===== src/rtl/cpu_pkg.sv =====
`default_nettype none
// ============================================================================
//  Module   : cpu_pkg
//  Brief    : Shared CPU control constants: sequencer state encoding,
//             special opcodes, PC geometry and the instruction opcode field.
//  Revision : 1.0  initial release
// ============================================================================
package cpu_pkg;

    // Program counter geometry
    localparam int PC_W    = 6;
    localparam int PC_STEP = 2;

    // Retired-instruction counter width
    localparam int CNT_W   = 16;

    // Opcode field position within a 32-bit instruction word
    localparam int OPCODE_MSB = 31;
    localparam int OPCODE_LSB = 26;
    localparam int OPCODE_W   = OPCODE_MSB - OPCODE_LSB + 1;

    // Special opcodes understood by the sequencer (decoder/ALU reuse these)
    localparam logic [OPCODE_W-1:0] OP_HALT = 6'b111111;
    localparam logic [OPCODE_W-1:0] OP_BEQZ = 6'b111110;

    // Sequencer state encoding, exported on the debug state port
    typedef enum logic [2:0] {
        ST_IDLE  = 3'd0,
        ST_FETCH = 3'd1,
        ST_EXEC  = 3'd2,
        ST_WB    = 3'd3,
        ST_HALT  = 3'd4
    } state_t;

endpackage : cpu_pkg
`default_nettype wire


===== src/rtl/cpu_sequencer_pc_next.sv =====
`default_nettype none
// ============================================================================
//  Module   : pc_next
//  Brief    : Combinational next-PC selection: sequential increment with
//             natural wrap, or the branch target when a branch is taken.
//  Revision : 1.0  initial release
// ============================================================================
module pc_next #(
    parameter int PC_W    = 6,
    parameter int PC_STEP = 2
) (
    input  logic [PC_W-1:0] pc,
    input  logic [PC_W-1:0] br_target,
    input  logic            take_branch,
    output logic [PC_W-1:0] next_pc
);

    logic [PC_W-1:0] w_inc_pc;

    // Truncation to PC_W bits gives the modulo-2^PC_W wrap (e.g. 62 -> 0)
    assign w_inc_pc = pc + PC_W'(PC_STEP);

    // Select branch target or sequential successor
    always_comb begin
        next_pc = w_inc_pc;
        if (take_branch) begin
            next_pc = br_target;
        end
    end

endmodule : pc_next
`default_nettype wire


===== src/rtl/cpu_sequencer.sv =====
`default_nettype none
// ============================================================================
//  Module   : cpu_sequencer
//  Brief    : Multi-cycle FETCH -> EXEC -> WB control FSM. Owns the program
//             counter, qualifies register write-back, supports free-run,
//             single-step, branch-on-zero and a terminal HALT state.
//  Revision : 1.0  initial release
// ============================================================================
module cpu_sequencer #(
    parameter int          PC_W    = cpu_pkg::PC_W,
    parameter int          PC_STEP = cpu_pkg::PC_STEP,
    parameter logic [5:0]  OP_HALT = cpu_pkg::OP_HALT,
    parameter logic [5:0]  OP_BEQZ = cpu_pkg::OP_BEQZ,
    parameter int          CNT_W   = cpu_pkg::CNT_W
) (
    input  logic             clk,
    input  logic             reset,
    input  logic             run,
    input  logic             step_req,
    output logic             step_ack,
    input  logic [5:0]       opcode,
    input  logic [PC_W-1:0]  br_target,
    input  logic             zero,
    input  logic             dp_reg_write,
    output logic [PC_W-1:0]  pc,
    output logic             wb_en,
    output logic             halted,
    output logic [2:0]       state,
    output logic [CNT_W-1:0] retired
);

    import cpu_pkg::*;

    localparam logic [CNT_W-1:0] C_CNT_MAX = {CNT_W{1'b1}};

    state_t            r_state;
    state_t            w_state_nxt;

    logic [PC_W-1:0]   r_pc;
    logic [PC_W-1:0]   w_next_pc;
    logic [CNT_W-1:0]  r_retired;
    logic              r_step_mode;
    logic              r_step_ack;
    logic              r_halted;
    logic [5:0]        r_opcode_q;
    logic              r_zero_q;
    logic [PC_W-1:0]   r_br_target_q;

    logic              w_enter_step;
    logic              w_latch;
    logic              w_commit;
    logic              w_take_branch;

    // State register
    always_ff @(posedge clk or posedge reset) begin
        if (reset) begin
            r_state <= ST_IDLE;
        end else begin
            r_state <= w_state_nxt;
        end
    end

    // Next-state logic; WB always lasts exactly one cycle
    always_comb begin
        w_state_nxt = r_state;
        case (r_state)
            ST_IDLE: begin
                if (run || step_req) begin
                    w_state_nxt = ST_FETCH;
                end
            end
            ST_FETCH: w_state_nxt = ST_EXEC;
            ST_EXEC: begin
                if (opcode == OP_HALT) begin
                    w_state_nxt = ST_HALT;
                end else begin
                    w_state_nxt = ST_WB;
                end
            end
            ST_WB: begin
                if (run && !r_step_mode) begin
                    w_state_nxt = ST_FETCH;
                end else begin
                    w_state_nxt = ST_IDLE;
                end
            end
            ST_HALT: w_state_nxt = ST_HALT;
            default: w_state_nxt = ST_IDLE;
        endcase
    end

    // Per-state control strobes and the combinational write-back qualifier
    always_comb begin
        w_enter_step = 1'b0;
        w_latch      = 1'b0;
        w_commit     = 1'b0;
        wb_en        = 1'b0;
        case (r_state)
            // run has priority, so a simultaneous step request is not a step
            ST_IDLE:  w_enter_step = !run && step_req;
            ST_EXEC:  w_latch      = 1'b1;
            ST_WB: begin
                w_commit = 1'b1;
                wb_en    = dp_reg_write && (r_opcode_q != OP_BEQZ);
            end
            default: begin
                w_commit = 1'b0;
            end
        endcase
    end

    assign w_take_branch = (r_opcode_q == OP_BEQZ) && r_zero_q;

    pc_next #(
        .PC_W    (PC_W),
        .PC_STEP (PC_STEP)
    ) u_pc_next (
        .pc          (r_pc),
        .br_target   (r_br_target_q),
        .take_branch (w_take_branch),
        .next_pc     (w_next_pc)
    );

    // Datapath-side registers: operand latches, PC, retire counter, flags
    always_ff @(posedge clk or posedge reset) begin
        if (reset) begin
            r_pc          <= '0;
            r_retired     <= '0;
            r_step_mode   <= 1'b0;
            r_step_ack    <= 1'b0;
            r_halted      <= 1'b0;
            r_opcode_q    <= '0;
            r_zero_q      <= 1'b0;
            r_br_target_q <= '0;
        end else begin
            // step_ack is raised on entry to WB so it is high during WB only
            r_step_ack <= 1'b0;
            if (w_enter_step) begin
                r_step_mode <= 1'b1;
            end
            if (w_latch) begin
                r_opcode_q    <= opcode;
                r_zero_q      <= zero;
                r_br_target_q <= br_target;
                if (opcode == OP_HALT) begin
                    r_halted <= 1'b1;
                end else begin
                    r_step_ack <= r_step_mode;
                end
            end
            if (w_commit) begin
                r_pc        <= w_next_pc;
                r_step_mode <= 1'b0;
                if (r_retired != C_CNT_MAX) begin
                    r_retired <= r_retired + CNT_W'(1);
                end
            end
        end
    end

    assign pc       = r_pc;
    assign retired  = r_retired;
    assign step_ack = r_step_ack;
    assign halted   = r_halted;
    assign state    = r_state;

endmodule : cpu_sequencer
`default_nettype wire


===== config.mk =====
export PLATFORM = sky130hd
export DESIGN_NAME = cpu_sequencer
export DESIGN_NICKNAME = d
export VERILOG_FILES = /design/src/rtl/cpu_pkg.sv /design/src/rtl/cpu_sequencer_pc_next.sv /design/src/rtl/cpu_sequencer.sv
export SDC_FILE = /design/constraint.sdc
export NUM_CORES = 1
export LEC_CHECK = 0
export ABC_AREA = 0
export CORE_MARGIN = 2
export CORE_UTILIZATION = 45
export DETAILED_ROUTE_END_ITERATION = 7
export PLACE_DENSITY = 0.7
export SYNTH_ARGS = -nofsm -noshare
export SYNTH_HDL_FRONTEND = slang
export SYNTH_SLANG_ARGS = --single-unit

===== constraint.sdc =====
create_clock -name clk -period 4.3 [get_ports clk]
set_clock_uncertainty 0.15 [all_clocks]
set_input_delay 1.29 -clock clk [delete_from_list [all_inputs] [get_ports clk]]
set_output_delay 1.29 -clock clk [all_outputs]
set_load 0.03 [all_outputs]

==> impl_metrics.ini, run 1 <==
[yosys]
post_synth.cell_area_avg_um2 = 11.70
synth-seq-cells = 41
synth.largest_area_cell = sky130_fd_sc_hd__dfrtp_1
syn_area_um2 = 1942
synth-async-reset-ratio_pct = 100.0
post-synth-top-count-cell = sky130_fd_sc_hd__dfrtp_1
ys_dominant_reg_cell = sky130_fd_sc_hd__dfrtp_1
yosysWarningCount = 0
synth.lib_cells_used.distinct = 39
edff_count_synth = 0
synth_top_area_share_pct = 52.84
gate_count_of_the_mapped_netlist = 166
ys_top_cells_by_count = 41 x sky130_fd_sc_hd__dfrtp_1, 17 x sky130_fd_sc_hd__mux2_2, 14 x sky130_fd_sc_hd__nand2_1
synth_sequential_area_ratio_pct = 52.84
syn-num-nets = 186
ys_top_cells_by_area = sky130_fd_sc_hd__dfrtp_1 53%, sky130_fd_sc_hd__mux2_2 9.9%, sky130_fd_sc_hd__xor2_1 5.9%

[critical_path]
cp_cell_sequence = clkdlybuf4s50_1, nand2_1, a31oi_1, clkdlybuf4s50_1
timing.rr.start = state[2]$_DFFE_PP0P_
worst_r2r_endpoint = r_opcode_q[0]$_DFFE_PP0N_
timing.critical_path.to_type = output pin
worst_path_required_time_ps = 2860
path_common_cell = sky130_fd_sc_hd__clkdlybuf4s50_1
critPathMaxFanout = 1
setup.worst_path.start_class = input pin
cpPeakStageDelay_ps = 700
critical-path-slowest-cell = sky130_fd_sc_hd__clkdlybuf4s50_1
worst_setup_path_category = in2out
reg2reg_setup_slack_ps = 2070
crit_start = dp_reg_write
cp_data_arrival_time_ps = 2700
worst_r2r_path_depth = 3

[floorplan]
chipHeight_um = 69.69
placeableCoreArea_um2 = 4086
design.die.area_um2 = 4857
rows = 23
initial_utilization_pct = 47.52
design.portCount = 46
dieWidth_um = 69.69

[cells_and_area]
finalNetCount = 235
num-fill-cells = 337
layoutNonFillerInstCount = 266
diodes = 0
finished_layout_cell_area_um2 = 2566
layout.core_utilization_pct = 62.80
area.growth.synth_to_final_pct = 32.15
drive_above_1_share_pct = 16.67

[clock_network]
insertion_delay_ps = 290
cell_at_the_root_of_the_clock_tree = sky130_fd_sc_hd__clkbuf_8
numCtsBuffers = 5
clock_path_buffers = 2
post-cts-setup-buffer-count = 0
tritoncts = built
numClockSinks = 41
cts-resized-gates = 0
clk_slew_on_worst_s_h_paths_ps = 80
postCtsHoldBufs = 0
cts_max_level = 2

[global_routing]
grt_usage_pct = 18.09
grt_pass1_vias = 1486
antenna_found_initial = 0
grt_pass1_wl_mm = 6.969
grt.overflow.total = 0
grt_max_degree = 26

[routing]
drc_errors = 0
routed_via_density = 5.489
totalWireLength_mm = 3.988
wire_per_inst_um = 14.99
dr.first_iter.drc_count = 142
ant_nets = 0
drt_first_pass_iters = 4
detailroute.via_count = 1460

[run]
max_cap_viol_count = 0

[worst_hold_path]
min-delay-path-class = reg2reg
hold_path_end = halted$_DFFE_PP0P_
hold_path_startpoint = halted$_DFFE_PP0P_
min_path_cells = 2

[timing]
fin_hold_ws_ps = 340.5
period_share_pct = 96.18
rsz_0062_raised_after_global_routing = no
worst_slew_margin_rel_pct = 25.63
final_hold_viol_count = 0
finalSetupTns_ps = 0
setup_viol = 0
post_layout_worst_setup_margin_ps = 164.4
max_freq_mhz = 241.8
worst_slew_pin_slew_ps = 1111
fin_crit_ps = 4136
timing.final.max_slew_violations = 0

[power]
worst_ir_drop_vdd_mv = 0.3949
fin_total_pwr_mw = 1.617
p_leak_nw = 1.155
powerDensity_nw_per_um2 = 630.0

[placement]
gp_congestion = 0.7712
post-place-cells = 258
placement.io_buffers = 45
area_of_placed_instances_um2 = 2446
dp_slack_ps = 204.2
place_hpwl_mm = 2.976

[run_status]
status = finished clean
sequential cells by signal, summed over array words and instances (netlist names):
signal	count
halted	1
pc	6
r_br_target_q	6
r_opcode_q	6
r_step_mode	1
r_zero_q	1
retired	16
state	3
step_ack	1
cell usage in the layout, fill, tap and decap left out, types with 3 or more instances in the layout:
master                            instances
sky130_fd_sc_hd__nor3_1                   7
sky130_fd_sc_hd__nor4_1                   4
sky130_fd_sc_hd__xnor2_1                  3
sky130_fd_sc_hd__mux2_2                  17
sky130_fd_sc_hd__nand2_1                 14
sky130_fd_sc_hd__dfrtp_1                 41
sky130_fd_sc_hd__a21oi_1                  4
sky130_fd_sc_hd__o21ai_0                  3
sky130_fd_sc_hd__xor2_1                  13
sky130_fd_sc_hd__nand3_1                  7
sky130_fd_sc_hd__clkbuf_8                 6
sky130_fd_sc_hd__clkdlybuf4s50_1         45
sky130_fd_sc_hd__inv_1                    3
sky130_fd_sc_hd__nand4_1                  5
sky130_fd_sc_hd__nor2_1                  10
worst max path at each step:
stage	to	slack, ps	cells past startpoint
2_1_floorplan	wb_en	1010	2
3_3_place_gp	wb_en	240	4
3_5_place_dp	wb_en	200	4
4_1_cts	wb_en	190	4
5_1_grt	wb_en	90	4
6_report	wb_en	160	4
metal layers:
| layer | vias up | GRT usage [%] | wire (µm) |
|---|---|---|---|
| met5 | - | 0 | 0 |
| met4 | 0 | 5.769 | 53 |
| met3 | 5 | 5.959 | 194 |
| met2 | 42 | 30.13 | 1986 |
| met1 | 727 | 22.32 | 1753 |
| li1 | 686 | - | - |
power breakdown:
| group | internal [mW] | switching (mW) | total [mW] |
|---|---|---|---|
| clock network | 0.189 | 0.134 | 0.323 |
| registers | 0.522 | 0.135 | 0.657 |
| logic | 0.310 | 0.327 | 0.636 |
layout make-up:
type,instances,area (µm²),area share [%]
clock buffer,6,82.58,3.218
clock inverter,2,37.54,1.463
inverter,4,15.01,0.5851
multi-input combinational,116,877.1,34.18
sequential,41,1026,39.98
tap,50,62.56,2.438
timing repair buffer,47,465.4,18.14
worst max-delay path: cells and delay by family:
| kind | cells | cell delay [ps] |
|---|---|---|
| buffers and inverters | 2 | 1180 |
| AOI/OAI and AO/OA | 1 | 170 |
| and+or+nand+nor | 1 | 60 |
cell families (layout without fill, tap and decap cells):
| logic type | Yosys count | count (layout) | synth area share, % |
|---|---|---|---|
| AOI/OAI and AO/OA | 10 | 10 | 3.029 |
| and+or+nand+nor | 66 | 66 | 20.81 |
| adders and majority gates | 2 | 2 | 1.288 |
| xor gates and xnor gates | 16 | 16 | 7.217 |
| buffers and inverters | 9 | 59 | 1.997 |
| muxes | 22 | 22 | 12.82 |
| DFF | 41 | 41 | 52.83 |
(Power assumes the default switching activity.)
==> run 2: changes to the inputs <==
--- a/config.mk
+++ b/config.mk
@@ -10,6 +10,7 @@
 export CORE_UTILIZATION = 45
 export DETAILED_ROUTE_END_ITERATION = 7
 export PLACE_DENSITY = 0.7
+export SKIP_LAST_GASP = 1
 export SYNTH_ARGS = -nofsm -noshare
 export SYNTH_HDL_FRONTEND = slang
 export SYNTH_SLANG_ARGS = --single-unit
==> results of run 2 <==
The final DEF is identical to that of run 1; final timing and power are the same.
==> run 3: changes to the inputs <==
--- a/config.mk
+++ b/config.mk
@@ -9,7 +9,8 @@
 export CORE_MARGIN = 2
 export CORE_UTILIZATION = 45
 export DETAILED_ROUTE_END_ITERATION = 7
-export PLACE_DENSITY = 0.7
+export DONT_BUFFER_PORTS = 1
+export PLACE_DENSITY = 0.69
 export SKIP_LAST_GASP = 1
 export SYNTH_ARGS = -nofsm -noshare
 export SYNTH_HDL_FRONTEND = slang
==> run 3 against run 2 <==
  * Largest power group unchanged
  * Count of clock-buffer cells in the layout up 1
  * First-iteration DRC count down 35%
  * Core utilization down 11 points
  * Critical path depth unchanged
  * Sequential power up 22%
  * Design area down 18%
  * Clock power down 17%
  * Worst hold slack better by 18 ps
  * Routed wire length down 5.7%
  * Non-clock buffer count down 45
==> impl_metrics.ini, run 3 (synthesis gave the netlist of run 1 again) <==
[run_status]
status = finished clean

[critical_path]
cp_cell_sequence = and3b_1, buf_4, nand2_1, a31oi_1
crit_start = state[0]$_DFFE_PP0P_
timing.critical_path.to_type = output pin
worst_path_required_time_ps = 2860
critical-path-slowest-cell = sky130_fd_sc_hd__dfrtp_1
critPathTopFamily = flip-flops
timing.rr.start = state[1]$_DFFE_PP0P_
cp_data_arrival_time_ps = 2030
cpPeakStageDelay_ps = 690
setup.worst_path.start_class = flip-flop
critical_path_buf_inv_count = 1
critPathMaxFanout = 12
worst_setup_path_category = reg2out

[global_routing]
grt_max_degree = 23
antenna_found_initial = 0
grt_usage_pct = 16.78
grt_pass1_wl_mm = 6.561
grt_pass1_vias = 1333
grt.overflow.total = 0

[timing]
worst_slew_margin_rel_pct = 25.63
post_layout_worst_setup_margin_ps = 832.9
rsz_0062_raised_after_global_routing = no
final_hold_viol_count = 0
setup_viol = 0
timing.final.max_slew_violations = 0
finalSetupTns_ps = 0
worst_slew_pin_slew_ps = 1111
max_freq_mhz = 288.4
fin_crit_ps = 3467
period_share_pct = 80.63

[floorplan]
design.portCount = 46
dieWidth_um = 69.69
placeableCoreArea_um2 = 4086
chipHeight_um = 69.69
design.die.area_um2 = 4857
initial_utilization_pct = 47.52
rows = 23

[placement]
place_hpwl_mm = 2.778
dp_slack_ps = 991.2
gp_congestion = 0.8374
placement.io_buffers = 0

[power]
switching_share_pct = 39.87
power.internal_mw = 0.8550
logic_pwr_share_pct = 24.7
worst_ir_drop_vdd_mv = 0.3078
share_seq_of_total_power_pct = 56.4
clock_power_share_pct = 19.0
p_leak_nw = 0.9838
powerDensity_nw_per_um2 = 678.1
net-switching-power_mw = 0.5669

[worst_hold_path]
hold_path_startpoint = r_br_target_q[5]$_DFFE_PP0N_
min-delay-path-class = reg2reg

[clock_network]
clock_path_buffers = 2
clk_slew_on_worst_s_h_paths_ps = 70
numCtsBuffers = 5
cts-resized-gates = 0
tritoncts = built
post-cts-setup-buffer-count = 0
cell_at_the_root_of_the_clock_tree = sky130_fd_sc_hd__clkbuf_8
cts_max_level = 2
insertion_delay_ps = 290
numClockSinks = 41
postCtsHoldBufs = 0

[routing]
totalWireLength_mm = 3.760
routed_via_density = 5.783
drc_errors = 0
drt_first_pass_iters = 4
detailroute.via_count = 1278
ant_nets = 0
wire_per_inst_um = 17.01
dr.first_iter.drc_count = 93

[cells_and_area]
num-fill-cells = 361
drive_above_1_share_pct = 21.05
flip_flop_count_of_the_largest_register_after_layout = 16
diodes = 0
mostFrequentLayoutCell = sky130_fd_sc_hd__dfrtp_1
most_frequent_cells_in_the_layout = 41 x sky130_fd_sc_hd__dfrtp_1, 17 x sky130_fd_sc_hd__mux2_2, 14 x sky130_fd_sc_hd__nand2_1
finalNetCount = 190
area.growth.synth_to_final_pct = 7.990

[run]
max_cap_viol_count = 0
==> run 3: cell types whose count changed in the layout (fill, tap and decap cells not counted), sizes merged <==
cell,before,now
bufinv,1,0
clkbuf,6,7
clkdlybuf4s50,45,0
clkinv,0,1
clkinvlp,1,0
==> run 3: path summary, 6_finish.rpt <==
| path | depth (start not counted) | slack, ps | end |
|---|---|---|---|
| worst max-delay path | 4 | 830 | wb_en |
| worst min-delay path | 1 | 360 | pc[5]$_DFFE_PP0P_ |
| worst max register to register | 3 | 1880 | r_br_target_q[0]$_DFFE_PP0N_ |
| worst min register to register | 1 | 360 | pc[5]$_DFFE_PP0P_ |
| max in group asynchronous | 2 | 2370 | retired[7]$_DFFE_PP0P_ |
| min in group asynchronous | 1 | 860 | r_opcode_q[1]$_DFFE_PP0N_ |
==> run 3: layer usage <==
metal | vias up | track usage, % | part of all wire, % | wire length, µm
met3 | 5 | 5.959 | 7.4 | 278
met2 | 38 | 27.35 | 50 | 1879
met1 | 633 | 20.92 | 42 | 1561
met5 | - | 0 | 0 | 0
li1 | 602 | - | - | -
met4 | 0 | 5.342 | 1.1 | 41
==> run 3: power groups by stage <==
stage	registers, mW	clock network [mW]	logic [mW]
6_report	0.801	0.269	0.351
5_1_grt	0.828	0.293	0.398
4_1_cts	0.803	0.278	0.359
3_5_place_dp	0.811	0	0.356
3_3_place_gp	0.797	0	0.338
2_1_floorplan	0.748	0	0.323
==> run 3: area by class of cell <==
type	count	area, µm²	share of cell area [%]
clock buffer	7	96.34	4.594
clock inverter	1	5.005	0.2387
inverter	4	15.01	0.7160
multi-input combinational	116	877.1	41.83
sequential	41	1026	48.93
tap	50	62.56	2.983
timing repair buffer	2	15.01	0.7160
==> run 3: per-stage QoR <==
step / utilization (%) / area (µm²) / power [mW] / hold WS [ps] / cells
floorplan: - / 1942 / 1.071 / 304.1 / 166
detailed placement: 48.84 / 1996 / 1.167 / 338.2 / 213
CTS: 51.32 / 2097 / 1.439 / 364.2 / 221
global route: 51.32 / 2097 / 1.519 / 380.6 / 221
finish: 51.32 / 2097 / 1.422 / 358.7 / 221
global placement: 48.84 / 1996 / 1.135 / 317.2 / 213
==> run 3: worst register-to-register path: cells and delay by family, from the launching register on <==
kind,cells,cell delay (ps)
AND/OR/NAND/NOR,2,1060
multiplexers,1,430
flip-flops,1,680
